### src/rtl/mcycle_ctrl_pkg.sv
// rtl/mcycle_ctrl_pkg.sv - shared control encodings for the multi-cycle controller
package mcycle_ctrl_pkg;

  typedef enum logic [2:0] {
    S_IF  = 3'd0,
    S_ID  = 3'd1,
    S_EX  = 3'd2,
    S_MEM = 3'd3,
    S_WB  = 3'd4,
    S_EXC = 3'd5
  } state_t;

  localparam int         MEM_TIMEOUT_DEF = 15;
  localparam logic [4:0] RA_IDX          = 5'd31;

  typedef enum logic [2:0] {
    NPC_PLUS4  = 3'd0,
    NPC_BRANCH = 3'd1,
    NPC_JUMP   = 3'd2,
    NPC_JR     = 3'd3,
    NPC_EXCEPT = 3'd4
  } npc_op_t;

  typedef enum logic [4:0] {
    ALU_ADD  = 5'd0,
    ALU_SUB  = 5'd1,
    ALU_AND  = 5'd2,
    ALU_OR   = 5'd3,
    ALU_XOR  = 5'd4,
    ALU_NOR  = 5'd5,
    ALU_SLT  = 5'd6,
    ALU_SLTU = 5'd7,
    ALU_SLL  = 5'd8,
    ALU_SRL  = 5'd9,
    ALU_SRA  = 5'd10,
    ALU_LUI  = 5'd11
  } alu_op_t;

  typedef enum logic [1:0] {
    EXT_ZERO   = 2'd0,
    EXT_SIGNED = 2'd1,
    EXT_HIGH   = 2'd2
  } ext_op_t;

  typedef enum logic [1:0] {
    GPR_RD = 2'd0,
    GPR_RT = 2'd1,
    GPR_RA = 2'd2
  } gpr_sel_t;

  typedef enum logic [2:0] {
    WD_ALU = 3'd0,
    WD_MEM = 3'd1,
    WD_PC  = 3'd2
  } wd_sel_t;

  typedef enum logic [2:0] {
    C_ILL    = 3'd0,
    C_NOP    = 3'd1,
    C_RTYPE  = 3'd2,
    C_ITYPE  = 3'd3,
    C_BRANCH = 3'd4,
    C_JUMP   = 3'd5,
    C_LOAD   = 3'd6,
    C_STORE  = 3'd7
  } iclass_t;

  localparam logic [5:0] OP_RTYPE = 6'h00;
  localparam logic [5:0] OP_J     = 6'h02;
  localparam logic [5:0] OP_JAL   = 6'h03;
  localparam logic [5:0] OP_BEQ   = 6'h04;
  localparam logic [5:0] OP_BNE   = 6'h05;
  localparam logic [5:0] OP_ADDI  = 6'h08;
  localparam logic [5:0] OP_ADDIU = 6'h09;
  localparam logic [5:0] OP_SLTI  = 6'h0A;
  localparam logic [5:0] OP_SLTIU = 6'h0B;
  localparam logic [5:0] OP_ANDI  = 6'h0C;
  localparam logic [5:0] OP_ORI   = 6'h0D;
  localparam logic [5:0] OP_XORI  = 6'h0E;
  localparam logic [5:0] OP_LUI   = 6'h0F;
  localparam logic [5:0] OP_LW    = 6'h23;
  localparam logic [5:0] OP_SW    = 6'h2B;

  localparam logic [5:0] F_SLL  = 6'h00;
  localparam logic [5:0] F_SRL  = 6'h02;
  localparam logic [5:0] F_SRA  = 6'h03;
  localparam logic [5:0] F_ADD  = 6'h20;
  localparam logic [5:0] F_ADDU = 6'h21;
  localparam logic [5:0] F_SUB  = 6'h22;
  localparam logic [5:0] F_SUBU = 6'h23;
  localparam logic [5:0] F_AND  = 6'h24;
  localparam logic [5:0] F_OR   = 6'h25;
  localparam logic [5:0] F_XOR  = 6'h26;
  localparam logic [5:0] F_NOR  = 6'h27;
  localparam logic [5:0] F_SLT  = 6'h2A;
  localparam logic [5:0] F_SLTU = 6'h2B;

  function automatic logic is_shift(input logic [5:0] f);
    return (f == F_SLL) || (f == F_SRL) || (f == F_SRA);
  endfunction

endpackage

### src/rtl/mcycle_ctrl_if.sv
// rtl/mcycle_ctrl_if.sv - controller <-> datapath/memory signal bundle
interface mcycle_ctrl_if;
  logic [5:0]  opcode;
  logic [5:0]  funct;
  logic        Zero;
  logic        mem_ready;
  logic        PCWr;
  logic        IRWr;
  logic        IMReq;
  logic        DMReq;
  logic        DMWr;
  logic        RFWr;
  logic        ASel;
  logic        BSel;
  logic [2:0]  NPCOp;
  logic [4:0]  ALUOp;
  logic [1:0]  EXTOp;
  logic [1:0]  GPRSel;
  logic [2:0]  WDSel;
  logic        exc;
  logic [2:0]  state;
  logic [31:0] instret;
  // Debug preload of the retired-instruction counter
  logic        instret_ld;
  logic [31:0] instret_ld_val;

  modport master (
    input  opcode, funct, Zero, mem_ready, instret_ld, instret_ld_val,
    output PCWr, IRWr, IMReq, DMReq, DMWr, RFWr, ASel, BSel,
    output NPCOp, ALUOp, EXTOp, GPRSel, WDSel, exc, state, instret
  );

  modport slave (
    output opcode, funct, Zero, mem_ready, instret_ld, instret_ld_val,
    input  PCWr, IRWr, IMReq, DMReq, DMWr, RFWr, ASel, BSel,
    input  NPCOp, ALUOp, EXTOp, GPRSel, WDSel, exc, state, instret
  );
endinterface

### src/rtl/mcycle_dec.sv
// rtl/mcycle_dec.sv - opcode/funct decode to instruction class and ALU/EXT controls
module mcycle_dec
  import mcycle_ctrl_pkg::*;
(
  input  logic [5:0] opcode,
  input  logic [5:0] funct,
  output iclass_t    cls,
  output logic       is_bne,
  output logic       is_jal,
  output alu_op_t    alu_op,
  output ext_op_t    ext_op,
  output logic       a_sel,
  output logic       b_sel
);

  always_comb begin
    cls    = C_ILL;
    is_bne = 1'b0;
    is_jal = 1'b0;
    alu_op = ALU_ADD;
    ext_op = EXT_ZERO;
    a_sel  = 1'b0;
    b_sel  = 1'b0;
    case (opcode)
      OP_RTYPE: begin
        cls   = C_RTYPE;
        a_sel = is_shift(funct);
        case (funct)
          // Only opcode/funct are visible, so an all-zero pair is taken as nop
          F_SLL:          begin cls = C_NOP; alu_op = ALU_SLL; end
          F_SRL:          alu_op = ALU_SRL;
          F_SRA:          alu_op = ALU_SRA;
          F_ADD, F_ADDU:  alu_op = ALU_ADD;
          F_SUB, F_SUBU:  alu_op = ALU_SUB;
          F_AND:          alu_op = ALU_AND;
          F_OR:           alu_op = ALU_OR;
          F_XOR:          alu_op = ALU_XOR;
          F_NOR:          alu_op = ALU_NOR;
          F_SLT:          alu_op = ALU_SLT;
          F_SLTU:         alu_op = ALU_SLTU;
          default:        cls    = C_ILL;
        endcase
      end
      OP_ADDI, OP_ADDIU: begin cls = C_ITYPE; alu_op = ALU_ADD;  ext_op = EXT_SIGNED; b_sel = 1'b1; end
      OP_SLTI:           begin cls = C_ITYPE; alu_op = ALU_SLT;  ext_op = EXT_SIGNED; b_sel = 1'b1; end
      OP_SLTIU:          begin cls = C_ITYPE; alu_op = ALU_SLTU; ext_op = EXT_SIGNED; b_sel = 1'b1; end
      OP_ANDI:           begin cls = C_ITYPE; alu_op = ALU_AND;  b_sel = 1'b1; end
      OP_ORI:            begin cls = C_ITYPE; alu_op = ALU_OR;   b_sel = 1'b1; end
      OP_XORI:           begin cls = C_ITYPE; alu_op = ALU_XOR;  b_sel = 1'b1; end
      OP_LUI:            begin cls = C_ITYPE; alu_op = ALU_LUI;  ext_op = EXT_HIGH;   b_sel = 1'b1; end
      OP_LW:             begin cls = C_LOAD;  alu_op = ALU_ADD;  ext_op = EXT_SIGNED; b_sel = 1'b1; end
      OP_SW:             begin cls = C_STORE; alu_op = ALU_ADD;  ext_op = EXT_SIGNED; b_sel = 1'b1; end
      OP_BEQ:            begin cls = C_BRANCH; alu_op = ALU_SUB; end
      OP_BNE:            begin cls = C_BRANCH; alu_op = ALU_SUB; is_bne = 1'b1; end
      OP_J:              cls = C_JUMP;
      OP_JAL:            begin cls = C_JUMP; is_jal = 1'b1; end
      default:           cls = C_ILL;
    endcase
  end

endmodule

### src/rtl/mcycle_ctrl.sv
// rtl/mcycle_ctrl.sv - multi-cycle CPU control FSM with memory wait timeout and instret
module mcycle_ctrl
  import mcycle_ctrl_pkg::*;
#(
  parameter int MEM_TIMEOUT = MEM_TIMEOUT_DEF
) (
  input  logic            clk,
  input  logic            rstn,
  mcycle_ctrl_if.master   bus
);

  localparam int WCW = $clog2(MEM_TIMEOUT + 1);

  state_t         state_q, state_d;
  logic [WCW-1:0] wait_q, wait_d;
  logic [31:0]    instret_q;
  logic           retire, waiting, timeout;

  iclass_t cls;
  logic    is_bne, is_jal, a_sel_dec, b_sel_dec;
  alu_op_t alu_dec;
  ext_op_t ext_dec;

  logic       pc_wr, ir_wr, im_req, dm_req, dm_wr, rf_wr, a_sel, b_sel, exc;
  logic [2:0] npc_op, wd_sel;
  logic [4:0] alu_op;
  logic [1:0] ext_op, gpr_sel;

  mcycle_dec u_dec (
    .opcode (bus.opcode),
    .funct  (bus.funct),
    .cls    (cls),
    .is_bne (is_bne),
    .is_jal (is_jal),
    .alu_op (alu_dec),
    .ext_op (ext_dec),
    .a_sel  (a_sel_dec),
    .b_sel  (b_sel_dec)
  );

  assign timeout = (wait_q == WCW'(MEM_TIMEOUT - 1));

  always_comb begin
    state_d = state_q;
    retire  = 1'b0;
    waiting = 1'b0;
    pc_wr   = 1'b0;
    ir_wr   = 1'b0;
    im_req  = 1'b0;
    dm_req  = 1'b0;
    dm_wr   = 1'b0;
    rf_wr   = 1'b0;
    a_sel   = 1'b0;
    b_sel   = 1'b0;
    exc     = 1'b0;
    npc_op  = NPC_PLUS4;
    alu_op  = ALU_ADD;
    ext_op  = EXT_ZERO;
    gpr_sel = GPR_RD;
    wd_sel  = WD_ALU;
    case (state_q)
      S_IF: begin
        im_req = 1'b1;
        if (bus.mem_ready) begin
          ir_wr   = 1'b1;
          pc_wr   = 1'b1;
          npc_op  = NPC_PLUS4;
          state_d = S_ID;
        end else if (timeout) begin
          state_d = S_EXC;
        end else begin
          waiting = 1'b1;
        end
      end
      S_ID: begin
        case (cls)
          C_ILL:   state_d = S_EXC;
          C_NOP:   begin state_d = S_IF; retire = 1'b1; end
          default: state_d = S_EX;
        endcase
      end
      S_EX: begin
        alu_op = alu_dec;
        ext_op = ext_dec;
        a_sel  = a_sel_dec;
        b_sel  = b_sel_dec;
        case (cls)
          C_RTYPE, C_ITYPE: state_d = S_WB;
          C_LOAD, C_STORE:  state_d = S_MEM;
          C_BRANCH: begin
            // Zero from the SUB compare: beq takes on equal, bne on not-equal
            if (bus.Zero ^ is_bne) begin
              pc_wr  = 1'b1;
              npc_op = NPC_BRANCH;
            end
            state_d = S_IF;
            retire  = 1'b1;
          end
          C_JUMP: begin
            pc_wr  = 1'b1;
            npc_op = NPC_JUMP;
            if (is_jal) begin
              rf_wr   = 1'b1;
              gpr_sel = GPR_RA;
              wd_sel  = WD_PC;
            end
            state_d = S_IF;
            retire  = 1'b1;
          end
          default: state_d = S_EXC;
        endcase
      end
      S_MEM: begin
        dm_req = 1'b1;
        dm_wr  = (cls == C_STORE);
        if (bus.mem_ready) begin
          if (cls == C_STORE) begin
            state_d = S_IF;
            retire  = 1'b1;
          end else begin
            state_d = S_WB;
          end
        end else if (timeout) begin
          state_d = S_EXC;
        end else begin
          waiting = 1'b1;
        end
      end
      S_WB: begin
        rf_wr   = 1'b1;
        gpr_sel = (cls == C_RTYPE) ? GPR_RD : GPR_RT;
        wd_sel  = (cls == C_LOAD) ? WD_MEM : WD_ALU;
        state_d = S_IF;
        retire  = 1'b1;
      end
      S_EXC: begin
        exc     = 1'b1;
        pc_wr   = 1'b1;
        npc_op  = NPC_EXCEPT;
        state_d = S_IF;
      end
      default: state_d = S_IF;
    endcase
  end

  assign wait_d = (state_d != state_q) ? '0 :
                  (waiting ? wait_q + 1'b1 : wait_q);

  always_ff @(posedge clk or negedge rstn) begin
    if (!rstn) begin
      state_q <= S_IF;
      wait_q  <= '0;
    end else begin
      state_q <= state_d;
      wait_q  <= wait_d;
    end
  end

  always_ff @(posedge clk or negedge rstn) begin
    if (!rstn) begin
      instret_q <= '0;
    end else if (bus.instret_ld) begin
      instret_q <= bus.instret_ld_val;
    end else if (retire) begin
      instret_q <= instret_q + 32'd1;
    end
  end

  // Outputs are gated by rstn so requests drop the instant reset asserts
  assign bus.PCWr    = rstn & pc_wr;
  assign bus.IRWr    = rstn & ir_wr;
  assign bus.IMReq   = rstn & im_req;
  assign bus.DMReq   = rstn & dm_req;
  assign bus.DMWr    = rstn & dm_wr;
  assign bus.RFWr    = rstn & rf_wr;
  assign bus.ASel    = rstn & a_sel;
  assign bus.BSel    = rstn & b_sel;
  assign bus.exc     = rstn & exc;
  assign bus.NPCOp   = rstn ? npc_op  : '0;
  assign bus.ALUOp   = rstn ? alu_op  : '0;
  assign bus.EXTOp   = rstn ? ext_op  : '0;
  assign bus.GPRSel  = rstn ? gpr_sel : '0;
  assign bus.WDSel   = rstn ? wd_sel  : '0;
  assign bus.state   = state_q;
  assign bus.instret = instret_q;

endmodule

### src/flat_wrapper.sv
// flat-port wrapper written by rule: the top's interface ports become plain ports
module mcycle_ctrl_flat import mcycle_ctrl_pkg::*;
#(
  parameter int MEM_TIMEOUT = MEM_TIMEOUT_DEF
)
  (clk, rstn, bus_opcode, bus_funct, bus_Zero, bus_mem_ready, bus_instret_ld, bus_instret_ld_val, bus_PCWr, bus_IRWr, bus_IMReq, bus_DMReq, bus_DMWr, bus_RFWr, bus_ASel, bus_BSel, bus_NPCOp, bus_ALUOp, bus_EXTOp, bus_GPRSel, bus_WDSel, bus_exc, bus_state, bus_instret);
  mcycle_ctrl_if bus_i ();
  input  logic clk;
  input  logic rstn;
  input wire logic [$bits(bus_i.opcode)-1:0] bus_opcode;
  input wire logic [$bits(bus_i.funct)-1:0] bus_funct;
  input wire logic [$bits(bus_i.Zero)-1:0] bus_Zero;
  input wire logic [$bits(bus_i.mem_ready)-1:0] bus_mem_ready;
  input wire logic [$bits(bus_i.instret_ld)-1:0] bus_instret_ld;
  input wire logic [$bits(bus_i.instret_ld_val)-1:0] bus_instret_ld_val;
  output wire logic [$bits(bus_i.PCWr)-1:0] bus_PCWr;
  output wire logic [$bits(bus_i.IRWr)-1:0] bus_IRWr;
  output wire logic [$bits(bus_i.IMReq)-1:0] bus_IMReq;
  output wire logic [$bits(bus_i.DMReq)-1:0] bus_DMReq;
  output wire logic [$bits(bus_i.DMWr)-1:0] bus_DMWr;
  output wire logic [$bits(bus_i.RFWr)-1:0] bus_RFWr;
  output wire logic [$bits(bus_i.ASel)-1:0] bus_ASel;
  output wire logic [$bits(bus_i.BSel)-1:0] bus_BSel;
  output wire logic [$bits(bus_i.NPCOp)-1:0] bus_NPCOp;
  output wire logic [$bits(bus_i.ALUOp)-1:0] bus_ALUOp;
  output wire logic [$bits(bus_i.EXTOp)-1:0] bus_EXTOp;
  output wire logic [$bits(bus_i.GPRSel)-1:0] bus_GPRSel;
  output wire logic [$bits(bus_i.WDSel)-1:0] bus_WDSel;
  output wire logic [$bits(bus_i.exc)-1:0] bus_exc;
  output wire logic [$bits(bus_i.state)-1:0] bus_state;
  output wire logic [$bits(bus_i.instret)-1:0] bus_instret;
  assign bus_i.opcode = bus_opcode;
  assign bus_i.funct = bus_funct;
  assign bus_i.Zero = bus_Zero;
  assign bus_i.mem_ready = bus_mem_ready;
  assign bus_i.instret_ld = bus_instret_ld;
  assign bus_i.instret_ld_val = bus_instret_ld_val;
  assign bus_PCWr = bus_i.PCWr;
  assign bus_IRWr = bus_i.IRWr;
  assign bus_IMReq = bus_i.IMReq;
  assign bus_DMReq = bus_i.DMReq;
  assign bus_DMWr = bus_i.DMWr;
  assign bus_RFWr = bus_i.RFWr;
  assign bus_ASel = bus_i.ASel;
  assign bus_BSel = bus_i.BSel;
  assign bus_NPCOp = bus_i.NPCOp;
  assign bus_ALUOp = bus_i.ALUOp;
  assign bus_EXTOp = bus_i.EXTOp;
  assign bus_GPRSel = bus_i.GPRSel;
  assign bus_WDSel = bus_i.WDSel;
  assign bus_exc = bus_i.exc;
  assign bus_state = bus_i.state;
  assign bus_instret = bus_i.instret;
  mcycle_ctrl #(.MEM_TIMEOUT(MEM_TIMEOUT)) u_core (.clk(clk), .rstn(rstn), .bus(bus_i));
endmodule
### config.mk
export PLATFORM = sky130hd
export DESIGN_NAME = mcycle_ctrl_flat
export DESIGN_NICKNAME = d
export VERILOG_FILES = /design/src/rtl/mcycle_ctrl_pkg.sv /design/src/rtl/mcycle_ctrl_if.sv /design/src/rtl/mcycle_dec.sv /design/src/rtl/mcycle_ctrl.sv /design/src/flat_wrapper.sv
export SDC_FILE = /design/constraint.sdc
export NUM_CORES = 1
export LEC_CHECK = 0
export ABC_CLOCK_PERIOD_IN_PS = 8230
export CAP_MARGIN = 40
export CORE_MARGIN = 2
export CORE_UTILIZATION = 50
export DETAILED_ROUTE_END_ITERATION = 8
export GPL_ROUTABILITY_DRIVEN = 0
export PLACE_DENSITY = 0.87
export SLEW_MARGIN = 30
export SYNTH_ARGS = -nofsm -noshare
export SYNTH_HDL_FRONTEND = slang
export SYNTH_SLANG_ARGS = --single-unit
### constraint.sdc
create_clock -name clk -period 8.23 [get_ports clk]
set_clock_uncertainty 0.2 [all_clocks]
set_input_delay 2.469 -clock clk [delete_from_list [all_inputs] [get_ports clk]]
set_output_delay 2.469 -clock clk [all_outputs]
set_load 0.03 [all_outputs]
======== After elaboration in Yosys (flattened, before gate mapping) ========
Cells that the tools add are included.
operators by class
  bitwise logic cells ..................... 10
  add/sub/neg operators ................... 2
  reductions and logical operators ........ 19
  multiplexer cells ....................... 60
  equal/unequal tests ..................... 40
operators with widths
  operator                                              count
  equality test 6 bit (second input constant)           12
  two-way mux 32 bit                                    2
  equality test 6 x 4 -> 1 bit (second input constant)  8
  case mux 4 bit (10 select lines)                      1
  adder 32 x 1 -> 32 bit (second input constant)        1
  case mux 4 bit (8 select lines)                       1
  two-way mux 1 bit                                     25
  equality test 6 x 2 -> 1 bit (second input constant)  4
  case mux 3 bit (2 select lines)                       4
  two-way mux 3 bit                                     7
  equality test 3 bit (second input constant)           6
  case mux 3 bit (6 select lines)                       1
  two-way mux 4 bit                                     4
  OR reduction 2 bit                                    7
  equality test 3 x 2 -> 1 bit (second input constant)  4
  equality test 6 x 3 -> 1 bit (second input constant)  2
  zero test 6 bit                                       2
  two-way mux 2 bit                                     6
  case mux 2 bit (2 select lines)                       3
  case mux 3 bit (4 select lines)                       1
  OR reduction 12 bit                                   1
  OR reduction 10 bit                                   1
  bitwise AND 1 bit                                     9
  case mux 3 bit (3 select lines)                       1
  other kinds (13)                                      18
word-level totals
  register bits after elaboration ......... 39

======== Logic depth before layout (Yosys ltp) ========
Gate-level depths: netlist of run 1.
  word-level depth ........................ 10
  gate-level depth with buffers ........... 11

======== Modules after synthesis ========
A second synthesis of run 1 with hierarchy kept.
unflattened totals
  cell total of the unflattened synthesis .. 410
  area total of the unflattened synthesis .. 3425.8 µm²
by module, submodules not included
  module       times used  cells each  area each (µm²)
  mcycle_ctrl  1           345         3021.6
  mcycle_dec   1           65          404.1

======== Worst setup path after synthesis of run 1 ========
No wires, ideal clock.
  path type ............................... input to output
  from .................................... input port bus_opcode[3]
  to ...................................... output port bus_WDSel[1]
  data required time ...................... 5561 ps
  buffers on the path ..................... 3
  stages .................................. 5
  setup slack ............................. 1114 ps
  arrival time ............................ 4447 ps
  path through ............................ buf_6 or3_1 buf_2 nor4_1 buf_4
on the way
  cells in the longest elaborated chain, start to end .. 7
RTL lines
  what                                                                       RTL line            text
  start, declared                                                            flat_wrapper.sv:10  input wire logic [$bits(bus_i.opcode)-1:0] bus_opcode;
  equality test 6 x 4 -> 1 bit, or another cell as far along                 mcycle_dec.sv:24    case (opcode)
  OR reduction 8 bit (no line) / OR reduction 2 bit (equally long branches)  n/a
  case mux 3 bit (6 select lines)                                            mcycle_dec.sv:24
  equality test 3 bit                                                        mcycle_ctrl.sv:87   case (cls)
  two-way mux 3 bit (*)                                                      mcycle_ctrl.sv:87
  case mux 3 bit (2 select lines) (*)                                        mcycle_ctrl.sv:61   case (state_q)
  two-way mux 3 bit (*)                                                      mcycle_ctrl.sv:183  assign bus.WDSel = rstn ? wd_sel : '0;
  end, declared                                                              flat_wrapper.sv:28  output wire logic [$bits(bus_i.WDSel)-1:0] bus_WDSel;
Every way passes the cells marked *; elsewhere a longest branch is shown, timed or not.

======== Worst setup path after layout of run 1 ========
  from .................................... input port bus_opcode[3]
  to ...................................... output port bus_PCWr
on the way
  cells in the longest elaborated chain, start to end .. 7
RTL lines
  what                                                                         RTL line                              text
  equality test 6 x 4 -> 1 bit, or another cell as far along                   mcycle_dec.sv:24
  OR reduction 8 bit (no line), or another cell as far along                   n/a
  case mux 3 bit (6 select lines) / bitwise XOR 1 bit (equally long branches)  mcycle_dec.sv:24, mcycle_ctrl.sv:92
  equality test 3 bit / two-way mux 1 bit (equally long branches)              mcycle_ctrl.sv:87, mcycle_ctrl.sv:92
  case mux 1 bit (2 select lines) (*)                                          mcycle_ctrl.sv:87
  case mux 1 bit (3 select lines) (*)                                          mcycle_ctrl.sv:61
  bitwise AND 1 bit (*)                                                        mcycle_ctrl.sv:170                    assign bus.PCWr = rstn & pc_wr;
  end, declared                                                                flat_wrapper.sv:16                    output wire logic [$bits(bus_i.PCWr)-1:0] bus_PCWr;
Marked as above.

==> metrics, run 1 <==
Synth Cell Area=0.003090 sq mm; CP delay by family, top=buffers and inverters; ANT cells=0; status=finished, final reports clean; crit-path max cell delay=700 ps; share of post-route cells with drive strength above 1=0.1142; CTS Hold Bufs=0; Area contributors post-synth=dfrtp_1, xnor2_1, nand2_1; CTS Root Cell=clkbuf_8; Final ANT Viol Nets=0; Initial DRT Pass Iterations=5; Combinational Power Share=0.470; drt drc=0; kind of start point of the critical path=input pin; Reg2Reg Launch Point=u_core.bus.state[0]; postcts setup bufs=0; FMAX=124.3 MHz; CTS HTree Levels=2; sequential share of power=0.363; reg2reg end=u_core.bus.instret[24]; static leakage=1.532 nW; CTS resizes=0; Final Max Slew Viols=0; count leader, synth=nand2_1; worst reg2reg path depth=6; design internal power=0.0004234 W; Inserted Clock Buffers=5; drt wl/cell=15.48 um; Worst path slowest cell=clkdlybuf4s50_1; GR Util All Layers=0.2492; vias in the first global route=2852; Crit Path Category=in -> out; Max VDD drop=0.0001214 V; internal reg-to-reg setup slack=5260 ps; RSZ-0062 raised after global routing=no; Slew headroom=0.5490; prevailing post-synth register cell=dfrtp_1; row cnt=28; Mean Syn Cell Area=8.421 sq um; Synthesis Warnings=0; Worst Hold End=u_core.wait_q[0]; Setup violations, final=0; Buffers on Ports=105; dpl hpwl=6358 um; maxcap violations=0; die area=0.006826 sq mm; PwrDens=173.3 mW/mm^2; final hold vios=0; Hold Path Origin=u_core.wait_q[0]; Min Clock Period, post-route=8044 ps; Die Width=82.62 um; Synth async-reset ratio=1.000; clock power share=0.167; CP bufs+invs=2; vias per cell=5.814; number of enable flip-flop cells after synthesis=0; I/O pin cnt=108; Clock Latency Late Sink=290 ps; final setup margin=185.5 ps; Place WS=209.4 ps; CTS tree=yes; 1st-iter DRT viols=211; total wire length=8343 um; first-pass GRT wire length=13290 um; Synth top cells by count=nand2_1, dfrtp_1, nand3_1; Sw Ratio=0.4329; initial antenna violation count=0; area share of the largest cell type after synthesis=0.3158; Final period util=0.9775; residual overflow from global routing=0; crit path cell chain=clkdlybuf4s50_1 > or3_1 > nor4_4 > a311o_2 > or3_1 > a2111oi_0 > o21a_1 > clkdlybuf4s50_1; Placeable Area=0.005956 sq mm; Tot Pwr=0.0007466 W; pin count of the biggest net entering global routing=45; Worst Hold Depth=1; setup TNS=0 ps; Netlist cell types=53; Psw=0.0003232 W; crit end category=output port; total clock sinks=39; Worst Path Required=5560 ps; Reg clk slew, reported paths=70 ps; Starting Density=0.5189; Synth area leader=dfrtp_1; Yosys reg bits=39; Layout area overhead=39.39%; vias post-DR=3134; pin slew with the least headroom to its limit=674.9 ps; Gate Count Post-Synth=367; Die Y-Extent=82.62 um; Net count, final=515; Max FO, Critical Path=5; sequential area share after synthesis=0.3158; Clock Path Buffers=2; worst hold path class=reg -> reg; CP Data Arrival Time=5380 ps
[per-stage QoR]
stage | util | hold slack, ps | area [sq um] | std cells
2_1_floorplan | - | 261.1 | 3094 | 368
3_3_place_gp | 0.6998 | 279.2 | 4168 | 529
3_5_place_dp | 0.7090 | 293.5 | 4223 | 531
4_1_cts | 0.7233 | 304.1 | 4308 | 539
5_1_grt | 0.7233 | 331.6 | 4308 | 539
6_report | 0.7233 | 306.6 | 4308 | 539
[routing by layer]
layer | vias up | global-route usage | part of all wire
met3 | 21 | 0.04022 | 0.052
met4 | 0 | 0.08689 | 0.025
met2 | 115 | 0.4016 | 0.49
met1 | 1480 | 0.3390 | 0.44
li1 | 1518 | - | -
met5 | - | 0 | 0
[area by class of cell]
type                    count  area, sq um
multi-input cells         294         1959
inverters                   6        22.52
flip-flops and latches     39        975.9
clock buffers               6        72.57
repair buffers            117         1171
fillers                   453         1648
well taps                  75        93.84
clock inverters             2        12.51
[flip-flops by register name, summed over array words and instances, names as in the netlist]
signal	count
u_core.bus.instret	32
u_core.bus.state	3
u_core.wait_q	4
[cell families (layout without fill, tap and decap cells)]
group | after synthesis | in the layout | synth area share
AOI/OAI and AO/OA | 87 | 87 | 0.2122
xor gates and xnor gates | 38 | 38 | 0.1077
adders and majority gates | 3 | 3 | 0.01215
buffers and inverters | 35 | 131 | 0.05709
DFF | 39 | 39 | 0.3158
muxes | 12 | 12 | 0.04332
other | 1 | 2 | 0.001213
and+or+nand+nor | 152 | 152 | 0.2506
[layout by cell type, fill, tap and decap left out, types with 4 or more instances in the layout]
master / Yosys / routed
inv_1: 6 / 6
a2111oi_2: 12 / 12
clkbuf_8: 0 / 5
a21oi_1: 20 / 20
nor2b_1: 6 / 6
mux2_2: 11 / 11
o21ai_0: 6 / 6
nand3_1: 26 / 26
dfrtp_1: 39 / 39
nand2_1: 50 / 50
or3_1: 4 / 4
nand4_1: 5 / 5
nor2_1: 20 / 20
xor2_1: 16 / 16
nand2b_1: 6 / 6
nor3_1: 12 / 12
o21ai_1: 22 / 22
buf_4: 4 / 10
nor4_1: 4 / 4
xnor2_1: 22 / 22
clkdlybuf4s50_1: 0 / 103
and3_1: 4 / 4
a211oi_1: 5 / 5
[worst max path at each step]
stage	start	endpoint	slack, ps	cells after the start
2_1_floorplan	bus_opcode[3]	bus_WDSel[1]	1110	5
3_3_place_gp	bus_opcode[3]	bus_PCWr	310	8
3_5_place_dp	bus_opcode[3]	bus_PCWr	210	8
4_1_cts	bus_opcode[3]	bus_PCWr	200	8
5_1_grt	bus_opcode[5]	bus_PCWr	80	8
6_report	bus_opcode[3]	bus_PCWr	190	8
[power groups by stage]
stage	Clock (W)	Combinational, W	Sequential (W)
detailed placement	0	0.000349	0.000272
finish	0.000125	0.000351	0.000271
floorplan	0	0.000187	0.000294
global placement	0	0.000330	0.000271
CTS	0.000129	0.000351	0.000269
global route	0.000138	0.000378	0.000278
Power figures use the tool's default switching activity.
==> inputs of run 2 (changes only) <==
--- a/config.mk
+++ b/config.mk
@@ -5,13 +5,15 @@
 export SDC_FILE = /design/constraint.sdc
 export NUM_CORES = 1
 export LEC_CHECK = 0
-export ABC_CLOCK_PERIOD_IN_PS = 8230
+export ABC_CLOCK_PERIOD_IN_PS = 7600
 export CAP_MARGIN = 40
+export CELL_PAD_IN_SITES_DETAIL_PLACEMENT = 0
+export CELL_PAD_IN_SITES_GLOBAL_PLACEMENT = 1
 export CORE_MARGIN = 2
-export CORE_UTILIZATION = 50
+export CORE_UTILIZATION = 33
 export DETAILED_ROUTE_END_ITERATION = 8
 export GPL_ROUTABILITY_DRIVEN = 0
-export PLACE_DENSITY = 0.87
+export PLACE_DENSITY_LB_ADDON = 0.05
 export SLEW_MARGIN = 30
 export SYNTH_ARGS = -nofsm -noshare
 export SYNTH_HDL_FRONTEND = slang
==> constraint.sdc (replaced) <==
create_clock -name clk -period 7.6 [get_ports clk]
set_clock_uncertainty 0.2 [all_clocks]
set_input_delay 2.28 -clock clk [delete_from_list [all_inputs] [get_ports clk]]
set_output_delay 2.28 -clock clk [all_outputs]
set_load 0.03 [all_outputs]
==> run 2 against run 1 <==
  * Sequential power grew 8.5%
  * Cell count up 6.1%
  * Via count fell by 3.8%
  * Combinational power grew 8.0%
  * Flip-flop and latch count is the same
  * Routed wire length is 8.8% higher
  * Utilization decreased by 25 points
  * Worst hold slack worse by 5.1 ps
  * Cell area rose by 0.87%
  * First-iteration DRC count fell by 41%
  * Sequential share of layout area decreased by 0.20 points
  * Die area rose by 49%
  * Critical path type unchanged
  * Largest cell class unchanged
  * Highest routed layer unchanged
==> metrics, run 2 (same netlist as run 1, synthesis figures left out) <==
placed cell count=565 (+6.4%); Crit Path Category=in -> out; stages on the worst setup path=7 (-1); PwrDens=193.0 mW/mm^2 (+11%); Initial DRT Pass Iterations=4 (-1); CP bufs+invs=2 (unchanged); Final ANT Viol Nets=0 (unchanged); Die Y-Extent=100.8 um (+22%); drt wl/cell=15.87 um (+2.5%); worst hold path class=reg -> reg; residual overflow from global routing=0 (unchanged); Worst Path Required=5120 ps (-440 ps); CP Data Arrival Time=4770 ps (-610 ps); dpl hpwl=6763 um (+6.4%); Die Width=100.8 um (+22%); Max VDD drop=0.00008894 V (-27%); crit path cell chain=clkdlybuf4s50_1 > or2_2 > nor4_4 > a311o_2 > or3_1 > nor2_1 > clkdlybuf4s50_1; pin slew with the least headroom to its limit=730.1 ps (+55.18 ps); CP delay by family, top=buffers and inverters; CTS Hold Bufs=0 (unchanged); initial antenna violation count=0 (unchanged); most frequent cells in the layout=clkdlybuf4s50_1, nand2_1, dfrtp_1, nand3_1; 1st-iter DRT viols=125 (-41%); Min Clock Period, post-route=7253 ps; Reg2Reg Launch Point=u_core.bus.state[0]; ANT cells=0 (unchanged); Clock Path Buffers=2 (unchanged); Max FO, Critical Path=9 (+4); RSZ-0062 raised after global routing=no; final non-filler cell total=572 (+6.1%); vias post-DR=3016 (-3.8%); CTS tree=yes; crit path from=bus_opcode[2]; Placeable Area=0.009153 sq mm (+54%); row cnt=35 (+25%); Layout area overhead=40.61%; kind of start point of the critical path=input pin; vias per cell=5.273 (-9.3%); CTS HTree Levels=2 (unchanged); status=finished, final reports clean; Inserted Clock Buffers=5 (unchanged); die area=0.01016 sq mm (+49%); first-pass GRT wire length=14850 um (+12%); pin count of the biggest net entering global routing=45 (unchanged); total clock sinks=39 (unchanged); CP endpoint=bus_NPCOp[0]; internal reg-to-reg setup slack=4630 ps (-630 ps); crit end category=output port; total wire length=9077 um (+8.8%); vias in the first global route=2924 (+2.5%); Setup violations, final=0 (unchanged); I/O pin cnt=108 (unchanged); postcts setup bufs=0 (unchanged); crit-path max cell delay=670 ps (-30 ps); setup TNS=0 ps (unchanged); drt drc=0 (unchanged); share of post-route cells with drive strength above 1=0.1171 (+0.002913); FMAX=137.9 MHz; GR Util All Layers=0.1816 (-0.06763); maxcap violations=0 (unchanged); CTS Root Cell=clkbuf_8; static leakage=1.540 nW (+0.52%); max reg flops=32 (unchanged); Slew headroom=0.5121 (-0.03687); Starting Density=0.3377 (-0.1812); Final period util=0.9543; Buffers on Ports=105 (unchanged); Net count, final=513 (-0.39%); crit-path most repeated cell=clkdlybuf4s50_1; Worst path slowest cell=clkdlybuf4s50_1; Reg clk slew, reported paths=70 ps (about the same); CTS resizes=0 (unchanged); worst reg2reg path depth=6 (unchanged); Clock Latency Late Sink=280 ps (about the same); final hold vios=0 (unchanged); Final Max Slew Viols=0 (unchanged); reg2reg end=u_core.bus.instret[26]; most common cell after layout, fill and taps aside=clkdlybuf4s50_1
[run 2: layout make-up]
| class | count | area [sq um] |
|---|---|---|
| Clock buffer | 6 | 72.57 |
| Clock inverter | 1 | 30.03 |
| Multi-Input combinational cell | 294 | 1959 |
| Inverter | 6 | 22.52 |
| Fill cell | 928 | 4807 |
| Sequential cell | 39 | 975.9 |
| Tap cell | 111 | 138.9 |
| Timing Repair Buffer | 115 | 1146 |
[run 2: layer usage]
layer / part of all wire / GRT usage
met2: 0.45 / 0.2785
met3: 0.056 / 0.03537
met1: 0.49 / 0.2680
met5: 0 / 0
met4: 0.0078 / 0.03056
[run 2: worst register-to-register path, cell delays in order (launching register included)]
cell and delay, ps:
dfrtp_1 730, nand2_1 230, nor2_1 260, nand3_4 420
a2111oi_1 630, xor2_1 120, mux2_2 270
[run 2: power by group]
| part | switching [W] | internal, W |
|---|---|---|
| clock | 0.0000699 | 0.0000963 |
| combinational | 0.000223 | 0.000156 |
| sequential | 0.0000568 | 0.000237 |
[run 2: stage by stage]
step	utilization	hold WS [ps]	instance area, sq um	worst slack [ps]	total power (W)
5_1_grt	0.4748	328.4	4345	244.8	0.0008972
2_1_floorplan	-	261.1	3094	862.3	0.0005210
4_1_cts	0.4748	309.4	4345	332.5	0.0008483
6_report	0.4748	301.5	4345	347.1	0.0008385
3_5_place_dp	0.4636	298.9	4243	345.7	0.0006786
3_3_place_gp	0.4576	279.0	4188	364.3	0.0006649
[run 2: worst min path at each step]
stage / from / endpoint / slack, ps / depth (start not counted)
2_1_floorplan: u_core.wait_q[0] / u_core.wait_q[0] / 260 / 1
3_3_place_gp: u_core.wait_q[0] / u_core.wait_q[0] / 280 / 1
3_5_place_dp: u_core.wait_q[0] / u_core.wait_q[0] / 300 / 1
4_1_cts: u_core.wait_q[0] / u_core.wait_q[0] / 310 / 1
5_1_grt: u_core.wait_q[0] / u_core.wait_q[0] / 330 / 1
6_report: u_core.wait_q[0] / u_core.wait_q[0] / 300 / 1
==> inputs of run 3 (changes only) <==
--- a/config.mk
+++ b/config.mk
@@ -5,12 +5,12 @@
 export SDC_FILE = /design/constraint.sdc
 export NUM_CORES = 1
 export LEC_CHECK = 0
-export ABC_CLOCK_PERIOD_IN_PS = 7600
+export ABC_CLOCK_PERIOD_IN_PS = 6400
 export CAP_MARGIN = 40
 export CELL_PAD_IN_SITES_DETAIL_PLACEMENT = 0
 export CELL_PAD_IN_SITES_GLOBAL_PLACEMENT = 1
 export CORE_MARGIN = 2
-export CORE_UTILIZATION = 33
+export CORE_UTILIZATION = 30
 export DETAILED_ROUTE_END_ITERATION = 8
 export GPL_ROUTABILITY_DRIVEN = 0
 export PLACE_DENSITY_LB_ADDON = 0.05
==> constraint.sdc (replaced) <==
create_clock -name clk -period 6.4 [get_ports clk]
set_clock_uncertainty 0.2 [all_clocks]
set_input_delay 1.92 -clock clk [delete_from_list [all_inputs] [get_ports clk]]
set_output_delay 1.92 -clock clk [all_outputs]
set_load 0.03 [all_outputs]
==> run 3 against run 2 <==
  * Cell count increased by 6.6%
  * Power is 14% higher
  * Cell area up 1.4%
  * Clock power about the same
  * Flip-flop and latch count did not move
  * Utilization is 4.0 points lower
  * Critical path depth grew 1
  * Clock-buffer cell count grew 1
  * Global-route usage is 1.0 points lower
  * Highest routed layer unchanged
==> metrics, run 3 (same netlist as run 1, synthesis figures left out) <==
Max FO, Critical Path=6 (-3); placed cell count=602 (+6.5%); Register Area=975.9 sq um (unchanged); I/O pin cnt=108 (unchanged); Worst path slowest cell=clkdlybuf4s50_1; met3 wire length=532 um (+5.1%); row cnt=37 (+5.7%); final non-filler cell total=610 (+6.6%); crit end category=output port; final hold vios=0 (unchanged); CTS HTree Levels=2 (unchanged); met2 wire len=4180 um (+2.3%); Sw Ratio=0.4397 (+0.02300); reg2reg end=u_core.bus.instret[12]; Final period util=0.9849; PwrDens=218.0 mW/mm^2 (+13%); Setup violations, final=0 (unchanged); Worst Hold End=u_core.wait_q[0]; Reg2Reg Launch Point=u_core.bus.state[0]; postcts setup bufs=0 (unchanged); Starting Density=0.3048 (-0.03284); sequential share of power=0.364 (+0.014); vias in the first global route=3003 (+2.7%); Placeable Area=0.01014 sq mm (+11%); crit path cell chain=clkdlybuf4s50_1 > nand2b_1 > nor2_1 > a311o_2 > or3_1 > a2111oi_1 > o21a_1 > buf_4; highest metal layer with signal wires=met4; ANT cells=0 (unchanged); crit-path max cell delay=570 ps (-100 ps); Buffers on Ports=105 (unchanged); total clock sinks=39 (unchanged); CTS Root Cell=clkbuf_8; 1st-iter DRT viols=113 (-9.6%); Combinational Power Share=0.463 (+0.011); internal reg-to-reg setup slack=3490 ps (-1140 ps); Worst Path Required=4280 ps (-840 ps); design internal power=0.0005379 W (+10%); CP Data Arrival Time=4180 ps (-590 ps); die area=0.01113 sq mm (+9.6%); FMAX=158.7 MHz; Final ANT Viol Nets=0 (unchanged); Inserted Clock Buffers=5 (unchanged); Hold Path Origin=u_core.wait_q[0]; clock power share=0.173 (-0.025); worst hold path class=reg -> reg; share of post-route cells with drive strength above 1=0.1519 (+0.03476); status=finished, final reports clean; Final Max Slew Viols=0 (unchanged); Worst Hold Depth=1 (unchanged); Clock Path Buffers=2 (unchanged); area of the multi-input gates=0.001968 sq mm (+0.45%); maxcap violations=0 (unchanged); vias post-DR=3090 (+2.5%); Crit Path Category=in -> out; initial antenna violation count=0 (unchanged); dpl hpwl=7022 um (+3.8%); Die Y-Extent=105.5 um (+4.7%); Min Clock Period, post-route=6303 ps; Max VDD drop=0.0001459 V (+64%); RSZ-0062 raised after global routing=no; Die Width=105.5 um (+4.7%); Psw=0.0004221 W (+21%); Reg clk slew, reported paths=70 ps (about the same); max reg flops=32 (unchanged); Metal-1 WL=4653 um (+5.5%); FILL cells=1041 (+12%); Initial DRT Pass Iterations=4 (unchanged); kind of start point of the critical path=input pin; CTS tree=yes; vias per cell=5.066 (-3.9%); utilization after layout=0.4344 (-0.04037); pin count of the biggest net entering global routing=45 (unchanged); GR Util All Layers=0.1714 (-0.01020); most frequent cells in the layout=clkdlybuf4s50_1, nand2_1, dfrtp_1, buf_4, nand3_1; total wire length=9448 um (+4.1%); static leakage=1.603 nW (+4.1%); drt wl/cell=15.49 um (-2.4%); worst reg2reg path depth=7 (+1); drt drc=0 (unchanged); setup TNS=0 ps (unchanged); Slew headroom=0.4932 (-0.01894); Layout area overhead=42.51%; first-pass GRT wire length=15460 um (+4.1%); pin slew with the least headroom to its limit=758.4 ps (+28.35 ps); Clock Latency Late Sink=300 ps (+20 ps); most common cell after layout, fill and taps aside=clkdlybuf4s50_1; residual overflow from global routing=0 (unchanged); Net count, final=525 (+2.3%)
==> run 3: cell count changes in the layout (fill, tap and decap cells not counted), sizes merged <==
cell,previous run,this run
dlymetal6s2s,0,1
bufinv,1,0
buf,16,33
clkbuf,6,7
clkinv,0,1
clkdlybuf4s50,99,93
==> run 3: final cells by class <==
cell class / instances / area share
Tap cell: 136 / 0.03864
Clock inverter: 1 / 0.001136
Sequential cell: 39 / 0.2216
Inverter: 6 / 0.005114
Clock buffer: 7 / 0.01733
Multi-Input combinational cell: 294 / 0.4469
Timing Repair Buffer: 127 / 0.2693
==> run 3: worst max-delay path by stage <==
stage	from	to	slack [ps]
floorplan	bus_opcode[3]	bus_WDSel[1]	380
global placement	bus_opcode[5]	bus_PCWr	50
detailed placement	bus_opcode[5]	bus_PCWr	30
CTS	bus_opcode[5]	bus_PCWr	20
global route	bus_opcode[5]	bus_PCWr	3
finish	bus_opcode[5]	bus_PCWr	100
==> run 3: power by group through the flow <==
stage	Sequential [W]	Combinational, W	Clock (W)
after floorplan	0.000379	0.000240	0
after global placement	0.000355	0.000445	0
after detailed placement	0.000355	0.000446	0
after CTS	0.000350	0.000448	0.000173
after global routing	0.000360	0.000480	0.000184
final	0.000349	0.000445	0.000166
==> run 3: critical path: cells and delay by family <==
| family | cells | cell delay [ps] |
|---|---|---|
| AOI/OAI and AO/OA | 3 | 940 |
| buffers and inverters | 2 | 720 |
| and+or+nand+nor | 3 | 600 |
==> run 3: per-layer routing <==
layer | track usage | up-vias
met5 | 0 | -
met4 | 0.03947 | 0
met3 | 0.03216 | 7
met2 | 0.2631 | 84
met1 | 0.2491 | 1468
li1 | - | 1531
==> run 3: per-stage QoR <==
stage,power [W],setup WS [ps],hold slack (ps),cell area [sq um]
3_5_place_dp,0.0008011,25.61,294.8,4312
3_3_place_gp,0.0007997,50.98,279.3,4312
2_1_floorplan,0.0006186,382.3,261.1,3094
5_1_grt,0.001025,3.123,343.6,4404
4_1_cts,0.0009715,24.22,306.0,4393
6_report,0.0009600,96.93,297.1,4404
==> run 3: what timing repair did <==
action / 4_1_cts / 5_1_grt
gates resized for setup: 0 / 4
setup endpoints to repair: 0 / 2
hold buffers: 0 / 0
